`src/rtl/reg_file_pkg.sv`:
```
// Shared register-file constants and address/data types for decode and writeback.
package reg_file_pkg;

   localparam int unsigned AD_SIZE  = 5;
   localparam int unsigned REG_SIZE = 32;
   localparam int unsigned DA_SIZE  = 32;

   typedef logic [AD_SIZE-1:0] reg_addr_t;
   typedef logic [DA_SIZE-1:0] reg_data_t;

endpackage : reg_file_pkg

```
`src/rtl/reg_file_if.sv`:
```
// Register-file access bus: one write port, two combinational read ports.
interface reg_file_if
   import reg_file_pkg::*;
#(
   parameter int unsigned ADSize = AD_SIZE,
   parameter int unsigned DASize = DA_SIZE
);

   logic              RegWrite;
   logic [ADSize-1:0] Write_ADDR;
   logic [DASize-1:0] DIN;
   logic [ADSize-1:0] Read_ADDR_1;
   logic [ADSize-1:0] Read_ADDR_2;
   logic [DASize-1:0] OUT_1;
   logic [DASize-1:0] OUT_2;

   // Writeback/decode side drives addresses and data, receives operands.
   modport master (
      output RegWrite,
      output Write_ADDR,
      output DIN,
      output Read_ADDR_1,
      output Read_ADDR_2,
      input  OUT_1,
      input  OUT_2
   );

   // Register file side.
   modport slave (
      input  RegWrite,
      input  Write_ADDR,
      input  DIN,
      input  Read_ADDR_1,
      input  Read_ADDR_2,
      output OUT_1,
      output OUT_2
   );

endinterface : reg_file_if

```
`src/rtl/reg_file.sv`:
```
// General-purpose register file: two zero-latency read ports, one synchronous
// write port, asynchronous active-low clear of every entry.
module reg_file
   import reg_file_pkg::*;
#(
   parameter int unsigned ADSize  = AD_SIZE,
   parameter int unsigned REGSize = REG_SIZE,
   parameter int unsigned DASize  = DA_SIZE
) (
   input logic         clk,
   input logic         rst,
   reg_file_if.slave   bus
);

   // Addresses at or above this limit do not map to a register.
   localparam logic [ADSize:0] REG_LIMIT = (ADSize+1)'(REGSize);

   logic [DASize-1:0] mem [0:REGSize-1];

   logic wr_ok_c;
   logic rd1_ok_c;
   logic rd2_ok_c;

   // Range qualification for each port.
   always_comb begin
      wr_ok_c  = ({1'b0, bus.Write_ADDR}  < REG_LIMIT);
      rd1_ok_c = ({1'b0, bus.Read_ADDR_1} < REG_LIMIT);
      rd2_ok_c = ({1'b0, bus.Read_ADDR_2} < REG_LIMIT);
   end

   // Storage: async clear, single write per rising edge, no hardwired zero.
   always_ff @(posedge clk or negedge rst) begin
      if (!rst) begin
         for (int i = 0; i < int'(REGSize); i++) begin
            mem[i] <= '0;
         end
      end else if (bus.RegWrite && wr_ok_c) begin
         mem[bus.Write_ADDR] <= bus.DIN;
      end
   end

   // Combinational reads with no write bypass; zero in reset or out of range.
   always_comb begin
      bus.OUT_1 = '0;
      bus.OUT_2 = '0;
      if (rst && rd1_ok_c) begin
         bus.OUT_1 = mem[bus.Read_ADDR_1];
      end
      if (rst && rd2_ok_c) begin
         bus.OUT_2 = mem[bus.Read_ADDR_2];
      end
   end

endmodule : reg_file

```
`src/flat_wrapper.sv`:
```
// flat-port wrapper written by rule: the top's interface ports become plain ports
module reg_file_flat import reg_file_pkg::*;
#(
   parameter int unsigned ADSize  = AD_SIZE,
   parameter int unsigned REGSize = REG_SIZE,
   parameter int unsigned DASize  = DA_SIZE
)
  (clk, rst, bus_RegWrite, bus_Write_ADDR, bus_DIN, bus_Read_ADDR_1, bus_Read_ADDR_2, bus_OUT_1, bus_OUT_2);
  reg_file_if #(.ADSize(ADSize), .DASize(DASize)) bus_i ();
  input logic clk;
  input logic rst;
  input wire logic [$bits(bus_i.RegWrite)-1:0] bus_RegWrite;
  input wire logic [$bits(bus_i.Write_ADDR)-1:0] bus_Write_ADDR;
  input wire logic [$bits(bus_i.DIN)-1:0] bus_DIN;
  input wire logic [$bits(bus_i.Read_ADDR_1)-1:0] bus_Read_ADDR_1;
  input wire logic [$bits(bus_i.Read_ADDR_2)-1:0] bus_Read_ADDR_2;
  output wire logic [$bits(bus_i.OUT_1)-1:0] bus_OUT_1;
  output wire logic [$bits(bus_i.OUT_2)-1:0] bus_OUT_2;
  assign bus_i.RegWrite = bus_RegWrite;
  assign bus_i.Write_ADDR = bus_Write_ADDR;
  assign bus_i.DIN = bus_DIN;
  assign bus_i.Read_ADDR_1 = bus_Read_ADDR_1;
  assign bus_i.Read_ADDR_2 = bus_Read_ADDR_2;
  assign bus_OUT_1 = bus_i.OUT_1;
  assign bus_OUT_2 = bus_i.OUT_2;
  reg_file #(.ADSize(ADSize), .REGSize(REGSize), .DASize(DASize)) u_core (.clk(clk), .rst(rst), .bus(bus_i));
endmodule
```
`config.mk`:
```
export PLATFORM = sky130hd
export DESIGN_NAME = reg_file_flat
export DESIGN_NICKNAME = d
export VERILOG_FILES = /design/src/rtl/reg_file_pkg.sv /design/src/rtl/reg_file_if.sv /design/src/rtl/reg_file.sv /design/src/flat_wrapper.sv
export SDC_FILE = /design/constraint.sdc
export NUM_CORES = 2
export LEC_CHECK = 0
export CORE_AREA = 2 2 334 336
export DETAILED_ROUTE_END_ITERATION = 8
export DIE_AREA = 0 0 336 338
export HOLD_SLACK_MARGIN = 0.08
export PLACE_DENSITY = 0.65
export SKIP_CTS_REPAIR_TIMING = 1
export SLEW_MARGIN = 30
export SYNTH_ARGS = -nofsm -noshare
export SYNTH_HDL_FRONTEND = slang
export SYNTH_SLANG_ARGS = --single-unit
```
`constraint.sdc`:
```
create_clock -name clk -period 2.05 [get_ports clk]
set_input_delay 0.205 -clock clk [delete_from_list [all_inputs] [get_ports clk]]
set_output_delay 0.205 -clock clk [all_outputs]
set_load 0.005 [all_outputs]
```
# Word level (Yosys, flattened, before mapping)
# Index checks and enable logic that the tools add are counted.
# W data, S select, Z words.
dict set report word_totals {
  out_inout_bits 64
  ff_bits 1024
  elab_cells 51
}
dict set report classes {
  magnitude_cmp 4
  mux 11
  bitwise_logic 3
  n_reduce_logical 1
}
# operator n
set ops {}
lappend ops {{$bwmux W1024} 1}
lappend ops {{$bmux W32 S5} 2}
lappend ops {{$mux W32} 7}
lappend ops {{$demux W32 S5} 1}
lappend ops {{$ge A6 B6 Y1 const B} 3}
lappend ops {{$not A5 Y6} 3}
lappend ops {{$lt A6 B1 Y1 const B} 1}
lappend ops {{$logic_and A1 B1 Y1} 1}

# Depth between registers and ports, before layout
dict set report logic_depth {
  ltp_word 6
  ltp_mapped 9
}

# Worst setup path before layout
# Ideal clock, no wire load.
dict set report synth_timing {
  path_type {in2out}
  startpoint {in bus_Read_ADDR_1[0]}
  endpoint {out bus_OUT_1[22]}
  arrival_ns 1.706
  path_stages 7
  n_path_buf 4
  path_slack_ns 0.139
  cell_sequence {buf_4 buf_6 buf_8 buf_2 mux4_2 a22oi_1 a31oi_1}
}
dict set report synth_between {
  elab_chain_cells 5
}
# item line
set synth_rtl {}
lappend synth_rtl {{start: declaration} flat_wrapper.sv:15} ;# input wire logic [$bits(bus_i.Read_ADDR_1)-1:0] bus_Read_ADDR_1;
lappend synth_rtl {{$not A5 Y6 (not written as such)} reg_file.sv:47} ;# bus.OUT_1 = mem[bus.Read_ADDR_1];
lappend synth_rtl {{$bmux W32 S5} reg_file.sv:47}
lappend synth_rtl {{$mux W32 (not written as such) (2 in series)} reg_file.sv:47}
lappend synth_rtl {{$mux W32} reg_file.sv:46} ;# if (rst && rd1_ok_c) begin
lappend synth_rtl {{end: declaration} flat_wrapper.sv:17} ;# output wire logic [$bits(bus_i.OUT_1)-1:0] bus_OUT_1;
# No other way between the ends. The select of a mux whose other input is x is not followed.

# Worst setup path after layout
dict set report layout_timing {
  startpoint {in rst}
  endpoint {out bus_OUT_1[17]}
}
dict set report layout_between {
  elab_chain_cells 1
}
# item line
set layout_rtl {}
lappend layout_rtl {{start: declaration} flat_wrapper.sv:11} ;# input logic rst;
lappend layout_rtl {{$mux W32} reg_file.sv:46}
# No other way between the ends.

==> results by group <==
Hold path
  • Worst hold path type: in -> reg

STA
  • Tmin final: 2.69 ns
  • Fmax: 371 MHz
  • Hold WS: 0.450 ns
  • Slew HR: 0.519
  • Final worst setup slack: -0.645 ns
  • Fin. Hold Viols: 0
  • Skew final: 0 ns
  • Final setup viols: 112
  • RSZ-0062 raised after global routing: true
  • Slew @ Worst Pin: slightly above 0.7 ns
  • Pins Over Slew Limit: 0
  • Crit share post-route: 1.31

Critical path
  • CP endpoint: bus_OUT_1[17]
  • Register-to-Register Path Depth: 2
  • Worst R2R Start: u_core.mem[672]
  • Req. time, crit path: 1.85 ns
  • Worst R2R End: u_core.mem[672]
  • Worst Setup End Kind: primary output
  • Worst reg-to-reg setup slack: 1.12 ns
  • Crit path kind: in -> out
  • CP Max Fanout: 25
  • Critical path startpoint: rst
  • CP Launch Type: primary input
  • Worst EP arrival: 2.49 ns

Place
  • Placed instance count: 5349
  • I/O Buffers: 113
  • Dpl hpwl: 127000 µm
  • Area after DPL: 0.0625 mm²
  • Setup WS pre-CTS: -0.739 ns
  • Routability cong.: 0.916

Status
  • Failing checks: negative setup slack
  • Status: complete, but fails checks

Global routing
  • Gr usage total: 0.333
  • Antenna violations before repair: 1
  • Largest net degree at the start of global routing: 69
  • Vias in the first global route: 39898
  • Global-route wire length before repair: 274000 µm
  • Total gr overflow: 0

Route
  • Final ANT Viol Nets: 0
  • Average wire per standard cell: 33.9 µm
  • Via density: 6.79
  • DR vias: 37798
  • Wirelength, routed: 189000 µm
  • Drt drc: 0
  • Initial DRC count: 3820
  • Drt pass-1 iters: 6

Power
  • Clock group share of total power: 0.342
  • Part of the power in combinational logic: 0.225
  • Net switching power: roughly 17 mW
  • Pint: 45.8 mW
  • Pwr Density: ~930 mW/mm²
  • Sw Ratio: 0.275
  • Part of the power in registers: 0.434
  • Peak supply drop: about 730 µV
  • Leakage: 29.3 nW

Floorplan
  • Die height: around 340 µm
  • Die Wd: around 340 µm
  • I/O pins: between 100 and 150
  • Core Region: 0.110 mm²
  • Core Rows: between 100 and 150
  • Initial Util: 0.495
  • Die area: 0.114 mm²

Synth
  • Post-synthesis register bit count: 1024
  • Syn avg cell area: roughly 15 µm²
  • Post-synthesis sequential area ratio: 0.470
  • Post-Syn Instances: 3542
  • Synth cell types: 31
  • Synth Net Count: approximately 3600
  • Post-Syn Area: 0.0545 mm²
  • Yosys warns: 0

Job
  • Max Cap Viol: 0

Finish
  • Nets@finish: ~4000
  • Max reg flops: 1024
  • Share of layout cells above drive strength 1: 0.643
  • ANT cells: 0
  • Final Util: 0.614
  • Fillers: 7929
  • Finished Layout Cells: approximately 5600
  • Largest regs: u_core.mem (1024)
  • Synth-to-layout area growth: 24.1%
  • Most flop-heavy register: u_core.mem
  • Final instance area: approximately 0.068 mm²

CTS
  • TritonCTS clock tree: yes
  • Worst-skew pair later-pin latency: ~0.69 ns
  • Total CTS buffers: ~110
  • Clock slew at reported path FFs: 0.06 ns
  • H-tree depth: 3
  • Clock Path Buffers: 3
  • Clk sinks: 1024
  • Clock root cell: clkbuf_16
-- cells in the mapped netlist --
cell          n  area share
mux2_2     1152        0.24
dfrtp_1    1024        0.47
mux4_2      448        0.19
clkbuf_1    190       0.013
mux2i_1     128       0.024
buf_2       101      0.0093
a22oi_1      64      0.0088
a31oi_1      64      0.0073
o221ai_1     64       0.010
buf_1        56      0.0039
a221oi_1     51      0.0082
nand2_1      43      0.0030
o21ai_1      39      0.0036
buf_4        28      0.0039
nor2_1       23      0.0016
o2111ai_1    13      0.0021
o21ai_0      12      0.0011
buf_6        10      0.0021
buf_8         5      0.0014
nand3b_1      4     0.00055
nor2b_1       4     0.00046
nor3b_1       4     0.00055
or2_2         3     0.00034
and2_1        2     0.00023
inv_1         2     0.00014
nand2b_1      2     0.00023
nand3_1       2     0.00018
and3_1        1     0.00011
and3b_1       1     0.00016
nor3_1        1    0.000092
or3b_2        1     0.00016
-- layout by cell type, fill, tap and decap left out, drive strengths merged, types with 2 or more instances in the layout --
| cell | netlist | layout |
|---|---|---|
| o21ai | 51 | 51 |
| o221ai | 64 | 64 |
| inv | 2 | 5 |
| or2 | 3 | 3 |
| clkbuf | 190 | 192 |
| mux4 | 448 | 448 |
| nand3 | 2 | 2 |
| mux2 | 1152 | 1152 |
| clkinv | 0 | 26 |
| a31oi | 64 | 64 |
| nor2 | 23 | 23 |
| buf | 200 | 644 |
| nand2 | 43 | 43 |
| mux2i | 128 | 128 |
| dfrtp | 1024 | 1024 |
| clkinvlp | 0 | 5 |
| nand3b | 4 | 4 |
| a22oi | 64 | 64 |
| nor3b | 4 | 4 |
| dlygate4sd3 | 0 | 3 |
| nand2b | 2 | 2 |
| nor2b | 4 | 4 |
| a221oi | 51 | 51 |
| clkdlybuf4s50 | 0 | 38 |
| o2111ai | 13 | 13 |
| bufinv | 0 | 15 |
| and2 | 2 | 2 |
-- power by group through the flow --
stage          logic [mW]  clock network [mW]  registers (mW)
6_report             14.2                21.6            27.4
5_1_grt              15.0                22.7            27.8
4_1_cts              13.4                21.8            27.2
3_5_place_dp         13.3                   0            27.5
3_3_place_gp         12.8                   0            27.0
2_1_floorplan        9.25                   0            26.3
-- worst min path at each step --
stage / from / end / slack, ns / depth (start not counted)
2_1_floorplan: rst / u_core.mem[0] / -0.09 / 0
3_3_place_gp: rst / u_core.mem[540] / 0.21 / 2
3_5_place_dp: rst / u_core.mem[860] / 0.22 / 2
4_1_cts: rst / u_core.mem[928] / -0.52 / 2
5_1_grt: bus_DIN[15] / u_core.mem[1007] / 0.47 / 3
6_report: bus_DIN[12] / u_core.mem[236] / 0.45 / 3
-- per-stage QoR --
step | total power [mW] | setup TNS (ns)
after floorplan | 35.5 | 0
after global placement | 39.9 | -233.05
after detailed placement | 40.8 | -254.45
after CTS | 62.4 | -59.78
after global routing | 65.4 | -47.42
final | 63.2 | -35.70
-- cells by family (layout without fill, tap and decap cells) --
logic type	count (synthesis)	after routing	synth area share
mux	1728	1728	0.447
flops	1024	1024	0.470
buf+inv	392	928	0.0337
compound gates	307	307	0.0414
simple gates	91	91	0.00763
-- layout make-up --
| cell class | instances | area [µm²] | share of cell area |
|---|---|---|---|
| Inverter | 2 | 12.5 | 0.000185 |
| Sequential cell | 1024 | 25600 | 0.379 |
| Multi-Input combinational cell | 2126 | 28600 | 0.423 |
| Tap cell | 1488 | 1860 | 0.0275 |
| Timing Repair Buffer | 719 | 7560 | 0.112 |
| Clock inverter | 49 | 669 | 0.00990 |
| Clock buffer | 158 | 3280 | 0.0485 |
-- routing by layer --
layer  wire (µm)  part of all wire  vias to the layer above  GRT usage
met3       15900             0.085                      563     0.0756
met5          12          0.000064                        -          0
li1            -                 -                    14808          -
met4       10300             0.054                        2      0.176
met1       73600              0.39                    20343      0.435
met2       88800              0.47                     2082      0.521
-- worst max-delay path, cell delays in order --
cell,delay (ns)
buf_8,0.09
dlygate4sd3_1,1.02
buf_12,0.32
buf_12,0.21
o221ai_2,0.13
a31oi_1,0.28
clkbuf_2,0.17
Note: power is estimated with default switching activity, not from simulation.
